$ cat config.mk
export PLATFORM = sky130hd
export DESIGN_NAME = decode_stage
export DESIGN_NICKNAME = d
export VERILOG_FILES = /design/src/rtl/cpu_pkg.sv /design/src/rtl/instr_fields.sv /design/src/rtl/decode_stage.sv
export SDC_FILE = /design/constraint.sdc
export NUM_CORES = 1
export LEC_CHECK = 0
export ABC_CLOCK_PERIOD_IN_PS = 2500
export BUFFER_PORTS_ARGS = -buffer_cell sky130_fd_sc_hd__clkbuf_2
export CAP_MARGIN = 20
export CELL_PAD_IN_SITES_DETAIL_PLACEMENT = 0
export CELL_PAD_IN_SITES_GLOBAL_PLACEMENT = 2
export CORE_MARGIN = 2
export CORE_UTILIZATION = 27
export CTS_BUF_LIST = sky130_fd_sc_hd__clkbuf_16
export DETAILED_ROUTE_END_ITERATION = 10
export GPL_ROUTABILITY_DRIVEN = 0
export PLACE_DENSITY_LB_ADDON = 0.1
export SKIP_LAST_GASP = 1
export SYNTH_ARGS = -nofsm -noshare
export SYNTH_HDL_FRONTEND = slang
export SYNTH_SLANG_ARGS = --single-unit
$ cat constraint.sdc
create_clock -name clk -period 2.5 [get_ports clk]
set_clock_uncertainty 0.05 [all_clocks]
set_input_delay 0.125 -clock clk [delete_from_list [all_inputs] [get_ports clk]]
set_output_delay 0.125 -clock clk [all_outputs]
set_load 0.02 [all_outputs]
$ cat src/rtl/cpu_pkg.sv
// Shared definitions for the 16-bit CPU: ISA opcodes, widths and the
// decoded control bundle carried from decode into execute.
package cpu_pkg;

  localparam int DW = 16;
  localparam int RW = 4;

  typedef enum logic [3:0] {
    OP_ADD    = 4'h0,
    OP_SUB    = 4'h1,
    OP_XOR    = 4'h2,
    OP_RED    = 4'h3,
    OP_SLL    = 4'h4,
    OP_SRA    = 4'h5,
    OP_ROR    = 4'h6,
    OP_PADDSB = 4'h7,
    OP_LW     = 4'h8,
    OP_SW     = 4'h9,
    OP_LLB    = 4'hA,
    OP_LHB    = 4'hB,
    OP_B      = 4'hC,
    OP_BR     = 4'hD,
    OP_PCS    = 4'hE,
    OP_HLT    = 4'hF
  } opcode_e;

  // Operand-1 source selection produced by the field decoder.
  typedef enum logic [1:0] {
    OP1_ZERO  = 2'd0,
    OP1_REG   = 2'd1,
    OP1_ALIGN = 2'd2,
    OP1_PC    = 2'd3
  } op1_sel_e;

  typedef struct packed {
    logic [3:0]    opcode;
    logic [RW-1:0] dst;
    logic          we;
    logic          memread;
    logic          memwrite;
    logic          branch;
    logic [2:0]    cond;
  } ctrl_t;

endpackage

$ cat src/rtl/instr_fields.sv
// Pure combinational instruction field decoder: register sources, operand
// selection, immediates and the control bundle for one instruction word.
import cpu_pkg::*;

module instr_fields (
  input  logic [15:0]   i_instr,
  output logic [3:0]    o_src1,
  output logic [3:0]    o_src2,
  output logic          o_uses1,
  output logic          o_uses2,
  output op1_sel_e      o_op1_sel,
  output logic          o_op2_reg,
  output logic [15:0]   o_imm,
  output logic          o_is_store,
  output logic          o_is_hlt,
  output ctrl_t         o_ctrl
);

  logic [3:0]  w_op;
  logic [3:0]  w_rd;
  logic [3:0]  w_rs;
  logic [3:0]  w_rt;
  logic [15:0] w_ls_imm;
  logic [15:0] w_br_imm;

  assign w_op     = i_instr[15:12];
  assign w_rd     = i_instr[11:8];
  assign w_rs     = i_instr[7:4];
  assign w_rt     = i_instr[3:0];
  // Memory offsets and branch offsets are halfword counts.
  assign w_ls_imm = {{11{i_instr[3]}}, i_instr[3:0], 1'b0};
  assign w_br_imm = {{6{i_instr[8]}}, i_instr[8:0], 1'b0};

  // Per-opcode field and control decode; unused sources stay at 0.
  always_comb begin
    o_src1     = 4'h0;
    o_src2     = 4'h0;
    o_uses1    = 1'b0;
    o_uses2    = 1'b0;
    o_op1_sel  = OP1_ZERO;
    o_op2_reg  = 1'b0;
    o_imm      = 16'h0000;
    o_is_store = 1'b0;
    o_is_hlt   = 1'b0;
    o_ctrl     = '0;
    o_ctrl.opcode = w_op;
    case (w_op)
      OP_ADD, OP_SUB, OP_XOR, OP_RED, OP_PADDSB: begin
        o_src1 = w_rs;  o_uses1 = 1'b1;
        o_src2 = w_rt;  o_uses2 = 1'b1;
        o_op1_sel = OP1_REG;
        o_op2_reg = 1'b1;
        o_ctrl.dst = w_rd;
        o_ctrl.we  = 1'b1;
      end
      OP_SLL, OP_SRA, OP_ROR: begin
        o_src1 = w_rs;  o_uses1 = 1'b1;
        o_op1_sel = OP1_REG;
        o_imm = {12'h000, w_rt};
        o_ctrl.dst = w_rd;
        o_ctrl.we  = 1'b1;
      end
      OP_LW: begin
        o_src1 = w_rs;  o_uses1 = 1'b1;
        o_op1_sel = OP1_ALIGN;
        o_imm = w_ls_imm;
        o_ctrl.dst     = w_rd;
        o_ctrl.we      = 1'b1;
        o_ctrl.memread = 1'b1;
      end
      OP_SW: begin
        o_src1 = w_rs;  o_uses1 = 1'b1;
        o_src2 = w_rd;  o_uses2 = 1'b1;
        o_op1_sel = OP1_ALIGN;
        o_imm = w_ls_imm;
        o_is_store = 1'b1;
        o_ctrl.memwrite = 1'b1;
      end
      OP_LLB, OP_LHB: begin
        o_src1 = w_rd;  o_uses1 = 1'b1;
        o_op1_sel = OP1_REG;
        o_imm = {8'h00, i_instr[7:0]};
        o_ctrl.dst = w_rd;
        o_ctrl.we  = 1'b1;
      end
      OP_B: begin
        o_op1_sel = OP1_PC;
        o_imm = w_br_imm;
        o_ctrl.branch = 1'b1;
        o_ctrl.cond   = i_instr[11:9];
      end
      OP_BR: begin
        o_src1 = w_rs;  o_uses1 = 1'b1;
        o_op1_sel = OP1_REG;
        o_ctrl.branch = 1'b1;
        o_ctrl.cond   = i_instr[11:9];
      end
      OP_PCS: begin
        o_op1_sel = OP1_PC;
        o_ctrl.dst = w_rd;
        o_ctrl.we  = 1'b1;
      end
      OP_HLT: begin
        o_is_hlt = 1'b1;
      end
      default: begin
        o_ctrl = '0;
      end
    endcase
    // R0 is hard-wired zero, so a write to it is dropped here.
    o_ctrl.we = o_ctrl.we & (o_ctrl.dst != 4'h0);
  end

endmodule

$ cat src/rtl/decode_stage.sv
// Decode stage: operand muxing, load-use hazard detection, the single
// valid/ready pipeline slot toward execute, and the sticky halt flag.
import cpu_pkg::*;

module decode_stage #(
  parameter int DW = cpu_pkg::DW,
  parameter int RW = cpu_pkg::RW
) (
  input  logic          clk,
  input  logic          rst,
  input  logic          if_valid,
  output logic          if_ready,
  input  logic [DW-1:0] if_instr,
  input  logic [DW-1:0] if_pc,
  input  logic          flush,
  output logic [RW-1:0] rf_src1,
  output logic [RW-1:0] rf_src2,
  input  logic [DW-1:0] rf_data1,
  input  logic [DW-1:0] rf_data2,
  output logic          ex_valid,
  input  logic          ex_ready,
  output logic [3:0]    ex_opcode,
  output logic [DW-1:0] ex_op1,
  output logic [DW-1:0] ex_op2,
  output logic [DW-1:0] ex_stdata,
  output logic [RW-1:0] ex_dst,
  output logic          ex_we,
  output logic          ex_memread,
  output logic          ex_memwrite,
  output logic [2:0]    ex_cond,
  output logic          ex_branch,
  output logic          halted
);

  logic          w_uses1;
  logic          w_uses2;
  op1_sel_e      w_op1_sel;
  logic          w_op2_reg;
  logic [15:0]   w_imm;
  logic          w_is_store;
  logic          w_is_hlt;
  ctrl_t         w_ctrl;
  logic [15:0]   w_op1;
  logic [15:0]   w_op2;
  logic [15:0]   w_stdata;
  logic          w_adv;
  logic          w_haz;
  logic          w_accept;

  logic          r_valid;
  ctrl_t         r_ctrl;
  logic [15:0]   r_op1;
  logic [15:0]   r_op2;
  logic [15:0]   r_stdata;
  logic          r_halted;

  instr_fields u_fields (
    .i_instr    (if_instr),
    .o_src1     (rf_src1),
    .o_src2     (rf_src2),
    .o_uses1    (w_uses1),
    .o_uses2    (w_uses2),
    .o_op1_sel  (w_op1_sel),
    .o_op2_reg  (w_op2_reg),
    .o_imm      (w_imm),
    .o_is_store (w_is_store),
    .o_is_hlt   (w_is_hlt),
    .o_ctrl     (w_ctrl)
  );

  // Operand and store-data selection from register data, PC or immediate.
  always_comb begin
    w_op1    = 16'h0000;
    w_op2    = 16'h0000;
    w_stdata = 16'h0000;
    case (w_op1_sel)
      OP1_REG:   w_op1 = rf_data1;
      OP1_ALIGN: w_op1 = rf_data1 & 16'hFFFE;
      OP1_PC:    w_op1 = if_pc;
      default:   w_op1 = 16'h0000;
    endcase
    if (w_op2_reg) begin
      w_op2 = rf_data2;
    end else begin
      w_op2 = w_imm;
    end
    if (w_is_store) begin
      w_stdata = rf_data2;
    end else begin
      w_stdata = 16'h0000;
    end
  end

  // A load in the slot stalls any consumer of its destination for one cycle.
  assign w_haz = r_valid && r_ctrl.memread && (r_ctrl.dst != 4'h0) &&
                 ((w_uses1 && (rf_src1 == r_ctrl.dst)) ||
                  (w_uses2 && (rf_src2 == r_ctrl.dst)));
  assign w_adv    = !r_valid || ex_ready;
  assign if_ready = w_adv && !w_haz && !r_halted && !flush && !rst;
  assign w_accept = if_valid && if_ready;

  // Pipeline slot: flush clears, advance loads instruction or bubble, else hold.
  always_ff @(posedge clk) begin
    if (rst || flush) begin
      r_valid  <= 1'b0;
      r_ctrl   <= '0;
      r_op1    <= 16'h0000;
      r_op2    <= 16'h0000;
      r_stdata <= 16'h0000;
    end else if (w_adv) begin
      if (w_accept && !w_is_hlt) begin
        r_valid  <= 1'b1;
        r_ctrl   <= w_ctrl;
        r_op1    <= w_op1;
        r_op2    <= w_op2;
        r_stdata <= w_stdata;
      end else begin
        r_valid  <= 1'b0;
        r_ctrl   <= '0;
        r_op1    <= 16'h0000;
        r_op2    <= 16'h0000;
        r_stdata <= 16'h0000;
      end
    end
  end

  // Sticky halt flag, set when HLT is accepted and cleared only by reset.
  always_ff @(posedge clk) begin
    if (rst) begin
      r_halted <= 1'b0;
    end else if (w_accept && w_is_hlt) begin
      r_halted <= 1'b1;
    end
  end

  assign ex_valid    = r_valid;
  assign ex_opcode   = r_ctrl.opcode;
  assign ex_op1      = r_op1;
  assign ex_op2      = r_op2;
  assign ex_stdata   = r_stdata;
  assign ex_dst      = r_ctrl.dst;
  assign ex_we       = r_ctrl.we;
  assign ex_memread  = r_ctrl.memread;
  assign ex_memwrite = r_ctrl.memwrite;
  assign ex_cond     = r_ctrl.cond;
  assign ex_branch   = r_ctrl.branch;
  assign halted      = r_halted;

endmodule

---- After elaboration in Yosys (flattened, before gate mapping) ----
Cells that the tools add are included.
word-level totals
  register bits ........................... 65
  latch bits .............................. 0
  bits in writable memories ............... 0
  ROM bits ................................ 0
  bits of input ports ..................... 69
  output and inout port bits .............. 74
  logic and storage cells ................. 88
  memories ................................ 0
operators by class
  $add $sub $neg .......................... 0
  multipliers ............................. 0
  divide/modulo/power cells ............... 0
  order comparisons ....................... 0
  equality and inequality tests ........... 20
  shifts and indexed selects .............. 0
  multiplexer cells ....................... 20
  bitwise gates (word level) .............. 1
  reduce and logical (&&, ||, !) cells .... 35
operator list
  operator              count
  $mux W16              5
  $pmux W16 S4          1
  $pmux W16 S3          1
  $eq A4 B4 Y1 const B  8
  $reduce_or A11 Y1     2
  $eq A4 B3 Y1 const B  4
  $pmux W4 S2           2
  $mux W15              1
  $reduce_or A13 Y1     1
  $logic_and A1 B1 Y1   12
  $reduce_or A12 Y1     1
  $eq A4 B2 Y1 const B  2
  $eq A4 B4 Y1          2
  $reduce_bool A4 Y1    2
  $reduce_or A2 Y1      4
  $mux W1               7
  $logic_not A1 Y1      6
  $pmux W2 S3           1
  $reduce_or A6 Y1      1
  $mux W5               1
  $reduce_or A5 Y1      1
  $eq A2 B2 Y1 const B  2
  $eq A4 B1 Y1 const B  1
  $logic_not A4 Y1      1
  5 further kinds       7

---- Logic depth before layout (Yosys ltp) ----
Gate-level depths: netlist (run 1).
  depth in word-level cells ............... 15
  mapped depth ............................ 10
  mapped depth without buffers ............ 6

---- Modules after synthesis ----
Synthesis (run 1) repeated with hierarchy kept, for this count alone.
unflattened totals
  cell total of the unflattened synthesis .. 323
  area, all modules ....................... 3,171.8 µm²
by module, submodules not included
  module        times used  cells each  area each (µm²)  seq. area each (µm²)
  decode_stage  1           241         2,542.4          1,301.2
  instr_fields  1           82          629.4            0.0

---- Least setup slack after synthesis (run 1) ----
Ideal clock, no wire load.
  path type ............................... input -> output
  start point ............................. input port if_instr[13]
  end point ............................... output port if_ready
  data arrival time ....................... 2.347 ns
  data required time ...................... 2.325 ns
  path slack .............................. -0.022 ns
  cell stages on the path ................. 8
  buffers on the path ..................... 2
  path through ............................ clkbuf_1 > inv_1 > a32oi_1 > a21boi_0 > o221ai_1 > nor2_1 > clkbuf_1 > nor4_1
on the way
  cells in the longest elaborated chain, start to end .. 12
  elaborated cells on any way between the ends .. 33
  those cells by class .................... eq/ne (14); mux (4); reduce/logical (15)
RTL lines
  item                                                 RTL line                                text
  start: declaration                                   decode_stage.sv:13                      input logic [DW-1:0] if_instr,
  $eq A4 B1 Y1 (tied with other cells)                 instr_fields.sv:47                      case (w_op)
  $reduce_or A11 Y1 (no line) (tied with other cells)  n/a
  $pmux W4 S2                                          instr_fields.sv:47
  $eq A4 B4 Y1, on equally long branches               decode_stage.sv:96, decode_stage.sv:97
  $logic_and A1 B1 Y1, on equally long branches        decode_stage.sv:96, decode_stage.sv:97
  $logic_or A1 B1 Y1 *                                 decode_stage.sv:96                      ((w_uses1 && (rf_src1 == r_ctrl.dst)) ||
  $logic_and A1 B1 Y1 *                                decode_stage.sv:95                      assign w_haz = r_valid && r_ctrl.memread && (r_ctrl.dst != 4'h0) &&
  $logic_not A1 Y1 *                                   decode_stage.sv:99                      assign if_ready = w_adv && !w_haz && !r_halted && !flush && !rst;
  $logic_and A1 B1 Y1 * (4 in series)                  decode_stage.sv:99
  end: declaration                                     decode_stage.sv:12                      output logic if_ready,
Mark *: on every way between the ends. The rest lies on a longest branch, timed or not.

---- Worst setup path after layout (run 1) ----
  start point ............................. register r_ctrl, in the netlist ex_dst[0]
  end point ............................... output port if_ready
on the way
  cells in the longest elaborated chain, start to end .. 9
  elaborated cells on any way between the ends .. 13
  those cells by class .................... eq/ne (2); reduce/logical (11)
RTL lines
  item                                           RTL line                                text
  start: declaration                             decode_stage.sv:51                      ctrl_t r_ctrl;
  start signal: assignment                       decode_stage.sv:113                     r_ctrl <= w_ctrl;
  $eq A4 B4 Y1, on equally long branches         decode_stage.sv:96, decode_stage.sv:97
  $logic_and A1 B1 Y1, on equally long branches  decode_stage.sv:96, decode_stage.sv:97
  $logic_or A1 B1 Y1                             decode_stage.sv:96
  $logic_and A1 B1 Y1 *                          decode_stage.sv:95
  $logic_not A1 Y1 *                             decode_stage.sv:99
  $logic_and A1 B1 Y1 * (4 in series)            decode_stage.sv:99
Marked as above.

==> results.md, run 1 <==
* Outcome: completed
* Sequential fraction of the synthesis area at between 30 and 40%
* Worst-Margin Slew at between 0.6 and 0.7 ns
* Internal power at between 1.5 and 2 mW
* Sequential Power Share at approximately 40%
* Crit end category: output pin
* Row Count at 41
* CTS tree: done
* End of the worst hold path: ex_stdata[12]
* Hold Crit Start: rf_data2[12]
* Final Hold Viols at 0
* Final WL at roughly 13000 um
* Port bufs at ~140
* Final nets at just over 600
* Die height at ~120 um
* Core area at 12500 um2
* Seq. cell area at 1300 um2
* Vias in the first global route at ~3500
* Mean routed wirelength per cell at between 15 and 20 um
* Post-route setup slack at ~0.15 ns
* Worst Reg-to-Reg Cells at 6
* Critical Path RT at 2.33 ns
* DP HPWL at approximately 9200 um
* Worst r2r dst: ex_op1[9]
* Initial Util at about 28%
* Ys Warns at 0
* P per Cell Area at ~560 nW/um2
* Critical Path AT at roughly 2.2 ns
* Clk buf depth at 2
* Worst skew pair latency at around 0.33 ns
* Clock sinks at 65
* Slew Viols, Final at 0
* R2R Path Start: ex_dst[0]
* Worst vdd rail ir drop at roughly 0.25 mV
* Final Critical Period at roughly 2.3 ns
* Gate power share at between 10 and 15%
* Starting DRT DRC Count at roughly 250
* FFs w/ async S/R, synth at 0%
* CP Class: reg -> out
* Post-synth EDFFs at 0
* Avg Inst Size Synth at 8.42 um2
* Multi-input gate area at slightly below 2000 um2
* Psw at 0.699 mW
* Pre-CTS setup slack at 0.207 ns
* GRT Overall Usage at 18.3%
* TritonRoute pass-1 iters at 7
* Net Sw Frac at about a quarter
* Syn Std Cell Area at ~3400 um2
* WHS at ~0.014 ns
* Final Core Density at a little under two fifths
* Worst-path clk slew at ~0.050 ns
* Slew HR at between 50% and 60%
* Width of the chip at between 100 and 150 um
* H-tree depth at 3
* Leakage at ~2.1 nW
* Post-DR vias/cell at roughly 5.2
* Largest area contributor in the netlist: dfxtp_1
* RSZ-0062 raised after global routing: no
* Share of the synthesized area in the top cell type at between 30% and 40%
* # diodes at 0
* Synth top area cells: dfxtp_1 (38%), a32o_1 (9.0%), nand2_1 (5.8%)
* Share of cells above drive strength 1 at ~33%
* Placed Area at about 4400 um2
* Final Setup Violations at 0
* Antenna violations before repair at 0
* Synth unique cells at 53
* Synth Flop Type: dfxtp_1
* CTS buffer count at 9
* Synth Register Bits at 65
* Root Buffer: clkbuf_16
* Hold path cells at 3
* Synthesized instance count at about 410
* First-pass GRT wire length at 18900 um
* R2R Setup Slk at roughly 0.49 ns
* Setup_tns at 0 ns
* Via count at ~3800
* Hold Path Class: in -> reg
* Fmax at between 400 and 500 MHz
* Largest net degree at the start of global routing at 65
* Startpoint types: register
* Syn_nets at about 480
* Finished Cell Area at between 4000 and 5000 um2
* # fillers at 1357
* Antenna-violating nets left at 0
* Congestion Overflow GR at 0
* Max_cap viols at 0
* Tcrit/Tclk final at a little over nine tenths
* Clock Power Share at a little under half
* Ports at 143
* DRC violation count after routing at 0
* Die area at about 14000 um2
* Crit Path Max Fanout at 10
* Area grow syn2layout at 38.3%
-- how the worst max path moves through the flow --
stage,to,startpoint,cells after the start,slack [ns]
floorplan,ex_op1[0],if_instr[13],10,0.10
global placement,ex_op2[12],if_instr[13],8,0.23
detailed placement,ex_op1[11],if_instr[13],8,0.21
CTS,if_ready,ex_dst[0],7,0.03
global route,if_ready,ex_dst[0],7,0.03
finish,if_ready,ex_dst[0],7,0.15
-- power by group through the flow --
stage	Sequential [mW]	Combinational (mW)	Clock, mW
3_5_place_dp	1.09	0.379	0
3_3_place_gp	1.09	0.376	0
5_1_grt	1.07	0.419	1.31
6_report	1.07	0.387	1.22
2_1_floorplan	1.11	0.185	0
4_1_cts	1.07	0.387	1.26
-- synth_stat cells (all sizes together) (3+ instances only) --
cell type and n:
a32oi 3, o22ai 3, o31ai 20, a222oi 3
clkbuf 29, nor2 35, and2 3, dfxtp 65
o21ai 18, xor2 3, a21oi 16, buf 12
and4b 3, inv 10, nand3 11, a32o 31
nor2b 11, a22oi 11, xnor2 3, a221oi 3
nand2 53, and4 7, a22o 6, mux2i 16
-- metrics by stage --
step | cells | power (mW)
final | 727 | 2.68
after global routing | 727 | 2.80
after CTS | 727 | 2.71
after detailed placement | 706 | 1.47
after global placement | 706 | 1.47
after floorplan | 409 | 1.30
-- registers in the layout, indices dropped and copies added, names as in the netlist --
register	cells
ex_cond	3
ex_dst	4
halted	1
ex_memwrite	1
ex_op2	16
ex_valid	1
ex_opcode	4
ex_branch	1
ex_op1	16
ex_stdata	16
ex_we	1
ex_memread	1
-- placed cells by master, fill, tap and decap left out, types with 3 or more instances in the layout --
cell and n:
clkbuf_2 141, dfxtp_1 65, nand2_1 53, nor2_1 35
a32o_1 31, buf_4 21, o31ai_1 20, o21ai_0 18
a21oi_1 16, mux2i_1 16, inv_1 11, nor2b_1 11
a22oi_1 11, nand3_1 10, clkbuf_16 9, and4_1 7
a22o_1 6, dlygate4sd3_1 5, buf_12 4, and4b_1 3
a32oi_1 3, xor2_1 3, xnor2_1 3, o22ai_1 3
a222oi_1 3, a221oi_1 3
-- routing by layer --
metal | vias up | wire length (um) | GRT usage, %
met1 | 1802 | 5860 | 25.1
li1 | 1813 | - | -
met3 | 23 | 750 | 4.12
met4 | 0 | 273 | 7.22
met5 | - | 0 | 0
met2 | 112 | 5750 | 27.9
-- worst max-delay path, stage by stage (launching register included) --
cell     delay (ns)
dfxtp_1        0.37
or4_4          0.57
nand3_2        0.12
nor3_1         0.07
and4_1         0.22
buf_4          0.17
nor4_2         0.14
buf_4          0.18
-- logic make-up (layout without fill, tap and decap cells) --
logic type / count (synthesis) / after routing / synth area share (%)
mux: 16 / 16 / 4.65
fa+ha+maj: 1 / 1 / 0.291
simple gates: 142 / 142 / 20.3
flops: 65 / 65 / 37.8
buf+inv: 51 / 197 / 6.79
xor+xnor: 6 / 6 / 1.53
compound gates: 128 / 128 / 28.6
-- cell type report --
| cell class | count | share of cell area [%] |
|---|---|---|
| clock inverter | 7 | 1.31 |
| timing repair buffer | 171 | 20.9 |
| multi-input combinational | 293 | 40.5 |
| inverter | 10 | 0.788 |
| sequential | 65 | 27.3 |
| tap | 172 | 4.52 |
| clock buffer | 9 | 4.73 |
-- timing repair --
item / in CTS / in global routing
endpoints found under the setup margin: 0 / 1
endpoints found under the hold margin: 5 / 0
hold buffers: 5 / 0
buffers inserted: 0 / 0
gates resized for setup: 0 / 4
Power figures use the tool's default switching activity.
==> run 2, diff against run 1 <==
- CORE_MARGIN: 2 -> unset
==> run 2 against run 1 <==
- total power decreased by 3.3%
- final cell count fell by 1.1%
- sequential share of layout area rose by 0.48 points
- clock-buffer cell count stayed put
- worst hold slack worse by 0.0051 ns
- critical endpoint unchanged
- largest cell class unchanged
- highest routed layer unchanged
==> results.md, run 2 (synthesized netlist as in run 1, its figures left out) <==
* Outcome: completed (unchanged)
* Commonest non-fill, non-tap cells in the layout: clkbuf_2 (141), dfxtp_1 (65), nand2_1 (53) (unchanged)
* Placed Area at 4370 um2 (was 4410 um2)
* Fmax at 425 MHz (was 426 MHz)
* Port bufs at 142 (unchanged)
* Width of the chip at 115 um (was 117 um)
* Worst skew pair latency at 0.33 ns (about the same)
* Antenna violations before repair at 0 (unchanged)
* Cell mode on critical path: buf_4 (unchanged)
* Multi-input gate area at 1920 um2 (was 1930 um2)
* Initial Util at 28.2% (was 27.5%)
* Vias in the first global route at 3430 (was 3471)
* Max_cap viols at 0 (unchanged)
* Clock sinks at 65 (unchanged)
* P per Cell Area at 553 nW/um2 (was 562 nW/um2)
* Setup_tns at 0 ns (unchanged)
* Core area at 12200 um2 (was 12500 um2)
* CTS buffer count at 9 (unchanged)
* Buf+Inv Stages, Crit Path at 2 (unchanged)
* Final Hold Viols at 0 (unchanged)
* Slowest-stage cell, CP: or4_1 (was or4_4)
* Tcrit/Tclk final at 94.2% (was 93.9%)
* Critical path's top delay family: simple AND/OR/NAND/NOR gates (unchanged)
* Ports at 143 (unchanged)
* CP Class: reg -> out (unchanged)
* First-pass GRT wire length at 19100 um (was 18900 um)
* Starting DRT DRC Count at 253 (was 252)
* Most common cell after layout, fill and taps aside: clkbuf_2 (unchanged)
* Leakage at 2.10 nW (was 2.13 nW)
* CTS tree: done (unchanged)
* Slew HR at 52.1% (was 58.3%)
* GRT Overall Usage at 19.1% (was 18.3%)
* Worst-Margin Slew at 0.709 ns (was 0.618 ns)
* Row Count at 40 (was 41)
* Worst vdd rail ir drop at 0.328 mV (was 0.251 mV)
* DP HPWL at 8950 um (was 9160 um)
* Antenna-violating nets left at 0 (unchanged)
* DRC violation count after routing at 0 (unchanged)
* Die height at 115 um (was 117 um)
* # diodes at 0 (unchanged)
* Clk buf depth at 2 (unchanged)
* # fillers at 1347 (was 1357)
* Crit end category: output pin (unchanged)
* Final Setup Violations at 0 (unchanged)
* RSZ-0062 raised after global routing: no (unchanged)
* Worst path cell trace: or4_1 > nand3_1 > nor3_1 > and4_1 > buf_4 > nor4_2 > buf_4 (was or4_4 > nand3_2 > nor3_1 > and4_1 > buf_4 > nor4_2 > buf_4)
* Final WL at 12400 um (was 12600 um)
* Critical Path AT at 2.18 ns (was 2.17 ns)
* Largest net degree at the start of global routing at 65 (unchanged)
* Mean routed wirelength per cell at 17.3 um (was 17.4 um)
* H-tree depth at 3 (unchanged)
* TritonRoute pass-1 iters at 4 (was 7)
* Slew Viols, Final at 0 (unchanged)
* Via count at 3712 (was 3750)
* Root Buffer: clkbuf_16 (unchanged)
* Die area at 13200 um2 (was 13700 um2)
* Share of cells above drive strength 1 at 32.8% (was 33.3%)
* Finished Cell Area at 4680 um2 (was 4760 um2)
* Final nets at 615 (was 619)
* Startpoint types: register (unchanged)
* CP peak stage delay at 0.56 ns (was 0.57 ns)
* Seq. cell area at 1300 um2 (unchanged)
* Final Critical Period at 2.36 ns (was 2.35 ns)
* Final Core Density at 38.3% (was 38.1%)
* Post-DR vias/cell at 5.16 (about the same)
* Congestion Overflow GR at 0 (unchanged)
* Area grow syn2layout at 35.9% (was 38.3%)
* Critical Path RT at 2.33 ns (about the same)
* Crit Path Max Fanout at 12 (was 10)
* Hold Path Class: in -> reg (unchanged)
* Worst-path clk slew at 0.06 ns (was 0.05 ns)
run 2: cell types whose count changed in the layout (fill, tap and decap cells not counted), sizes merged:
cell	before	now
dlygate4sd3	5	4
clkinv	4	5
buf	25	22
bufinv	1	0
run 2: worst paths after layout:
| check | start | to | slack, ns | depth (start not counted) |
|---|---|---|---|---|
| hold reg to reg | ex_stdata[7] | ex_stdata[7] | 0.40 | 2 |
| setup reg to reg | ex_dst[1] | ex_we | 0.45 | 6 |
| setup / recovery | ex_dst[0] | if_ready | 0.14 | 7 |
| hold / removal | rf_data2[4] | ex_stdata[4] | 0.009 | 3 |
run 2: metal layers:
layer	up-vias	GRT usage, %	routed length (um)
met5	-	0	0
met4	0	4.24	88
met3	7	5.11	550
met2	106	30.3	5890
met1	1785	25.7	5920
li1	1814	-	-
run 2: final cells by class:
type	instances	area share (%)
well taps	168	4.49
flip-flops and latches	65	27.8
clock buffers	9	4.81
inverters	10	0.802
repair buffers	167	20.3
multi-input cells	293	41.0
clock inverters	7	0.829
run 2: power by group:
group,total (mW),internal [mW],switching [mW]
clock,1.14,0.660,0.478
combinational,0.380,0.158,0.223
sequential,1.07,1.06,0.0130
run 2: through the flow:
stage / cells / hold WS, ns / setup WS (ns) / total power, mW
3_5_place_dp: 699 / 0.289 / 0.114 / 1.47
6_report: 719 / 0.00853 / 0.145 / 2.59
4_1_cts: 719 / 0.00322 / 0.0690 / 2.62
5_1_grt: 719 / 0.0134 / 0.000755 / 2.70
2_1_floorplan: 409 / 0.147 / 0.104 / 1.30
3_3_place_gp: 699 / 0.292 / 0.188 / 1.47
run 2: worst reg2reg max path, stage by stage, from the launching register on:
cell	delay, ns
dfxtp_1	0.46
or4_1	0.18
nand3_1	0.11
or3_1	0.43
nor2_1	0.27
buf_4	0.31
o31ai_1	0.12
run 2: repair_timing:
item | 4_1_cts | 5_1_grt
setup buffers | 0 | 0
resized for setup | 0 | 2
setup endpoints to repair | 0 | 1
endpoints found under the hold margin | 4 | 0
hold buffers | 4 | 0
==> run 3, diff against run 2 <==
- RECOVER_POWER: unset -> 50
- REMOVE_ABC_BUFFERS: unset -> 1
==> run 3 against run 2 <==
- clock-buffer cell count is the same
- largest power group unchanged
- sequential power about the same
- wire length decreased by 2.8%
- critical path depth is 1 lower
- worst hold slack better by 0.0010 ns
- global-route usage shrank 0.26 points
- clock power is 6% higher
- die area is the same
==> results.md, run 3 (synthesized netlist as in run 1, its figures left out) <==
* Outcome: completed (unchanged)
* Largest net degree at the start of global routing at 51 (was 65)
* Critical Path RT at 2.33 ns (about the same)
* Grt peak-use layer: met2 (unchanged)
* CTS buffer count at 9 (unchanged)
* # fillers at 1371 (was 1347)
* Width of the chip at 115 um (unchanged)
* CTS tree: done (unchanged)
* Worst vdd rail ir drop at 0.289 mV (was 0.328 mV)
* Placed Area at 4360 um2 (was 4370 um2)
* P per Cell Area at 572 nW/um2 (was 553 nW/um2)
* Vias in the first global route at 3375 (was 3430)
* Final WL at 12100 um (was 12400 um)
* First-pass GRT wire length at 18500 um (was 19100 um)
* Final Hold Viols at 0 (unchanged)
* Critical Path AT at 2.13 ns (was 2.18 ns)
* Setup_tns at 0 ns (unchanged)
* Worst-path clk slew at 0.05 ns (was 0.06 ns)
* Core area at 12200 um2 (unchanged)
* Startpoint types: register (unchanged)
* Finished Cell Area at 4640 um2 (was 4680 um2)
* Ports at 143 (unchanged)
* Slew HR at 60.3% (was 52.1%)
* Final Critical Period at 2.30 ns (was 2.36 ns)
* Die area at 13200 um2 (unchanged)
* Met2 global-route usage at 31.2% (was 30.3%)
* H-tree depth at 3 (unchanged)
* Congestion Overflow GR at 0 (unchanged)
* Mean routed wirelength per cell at 16.7 um (was 17.3 um)
* Final nets at 621 (was 615)
* Antenna-violating nets left at 0 (unchanged)
* Via count at 3698 (was 3712)
* Leakage at 1.90 nW (was 2.10 nW)
* Clk buf depth at 2 (unchanged)
* Commonest non-fill, non-tap cells in the layout: clkbuf_2 (77), dfxtp_1 (65), clkbuf_1 (65) (was clkbuf_2 (141), dfxtp_1 (65), nand2_1 (53))
* Post-CTS Setup Bufs at 0 (unchanged)
* Hold Path Class: in -> reg (unchanged)
* Fmax at 434 MHz (was 425 MHz)
* Dpl cells at 701 (was 699)
* Starting DRT DRC Count at 217 (was 253)
* CP Class: reg -> out (unchanged)
* Most common cell after layout, fill and taps aside: clkbuf_2 (unchanged)
* Crit Path Max Fanout at 4 (was 12)
* Antenna violations before repair at 0 (unchanged)
* Port bufs at 142 (unchanged)
* GRT Overall Usage at 18.8% (was 19.1%)
* Die height at 115 um (unchanged)
* Non-Filler Instances at 724 (was 719)
* Post-DR vias/cell at 5.11 (was 5.16)
* GRT met1 Usage at 23.1% (was 25.7%)
* R2R Setup Slk at 0.44 ns (was 0.45 ns)
* Share of cells above drive strength 1 at 20.9% (was 32.8%)
* # diodes at 0 (unchanged)
* Crit end category: output pin (unchanged)
* Seq. cell area at 1300 um2 (unchanged)
* TritonRoute pass-1 iters at 6 (was 4)
* Max_cap viols at 0 (unchanged)
* DP HPWL at 8570 um (was 8950 um)
* Worst-Margin Slew at 0.593 ns (was 0.709 ns)
* Area grow syn2layout at 34.8% (was 35.9%)
* Root Buffer: clkbuf_16 (unchanged)
* Final Setup Violations at 0 (unchanged)
* RSZ-0062 raised after global routing: no (unchanged)
* DRC violation count after routing at 0 (unchanged)
* Initial Util at 28.2% (unchanged)
* Tcrit/Tclk final at 92.1% (was 94.2%)
* Multi-input gate area at 1920 um2 (unchanged)
* Row Count at 40 (unchanged)
* Clock sinks at 65 (unchanged)
* GRT met3 Usage at 6.01% (was 5.11%)
* Worst skew pair latency at 0.34 ns (was 0.33 ns)
* Slew Viols, Final at 0 (unchanged)
[run 3: changes by cell type in the layout (fill, tap and decap cells not counted), sizes merged]
cell	delta
clkbuf	+1
bufinv	+1
buf	+1
clkinv	-4
inv	+2
dlygate4sd3	+4
[run 3: final timing paths]
path / cells past startpoint / start / end
hold reg to reg: 2 / ex_stdata[9] / ex_stdata[9]
setup reg to reg: 6 / ex_dst[3] / ex_op1[13]
hold / removal: 3 / rf_data2[1] / ex_stdata[1]
setup / recovery: 6 / ex_dst[0] / if_ready
[run 3: final cells by class]
type	count	share of cell area, %
Multi-Input combinational cell	293	41.3
Sequential cell	65	28.0
Timing Repair Buffer	173	19.3
Clock buffer	9	4.85
Tap cell	168	4.53
Clock inverter	6	1.16
Inverter	10	0.809
[run 3: what timing repair did]
item	in CTS	in global routing
hold buffers	8	0
hold endpoints to repair	8	0
setup endpoints to repair	0	1
gates resized for setup	0	1
[run 3: per-layer routing]
metal / routed length, um / share of wire, %
met2: 5770 / 48
met5: 0 / 0
met3: 902 / 7.5
met1: 5260 / 44
met4: 159 / 1.3
[run 3: per-stage QoR]
stage	hold slack, ns	setup WS [ns]	power, mW	util, %
after floorplan	0.147	-1.83	1.28	-
after detailed placement	0.284	0.174	1.46	35.7
final	0.00954	0.197	2.66	38.0
after global placement	0.285	0.185	1.46	35.7
after global routing	0.0306	0.0466	2.77	38.0
after CTS	0.000210	0.0510	2.71	38.6
[run 3: critical path: stages, from the launching register on]
cell	delay, ns
dfxtp_1	0.30
or4_1	0.53
nand3_1	0.16
or3_1	0.18
nor2_1	0.09
nor4_2	0.29
clkbuf_2	0.24
[run 3: power breakdown]
part / internal (mW) / leakage (nW) / switching (mW) / total, mW
clock network: 0.753 / 0.145 / 0.461 / 1.21
logic: 0.155 / 1.23 / 0.218 / 0.374
registers: 1.06 / 0.526 / 0.0116 / 1.07
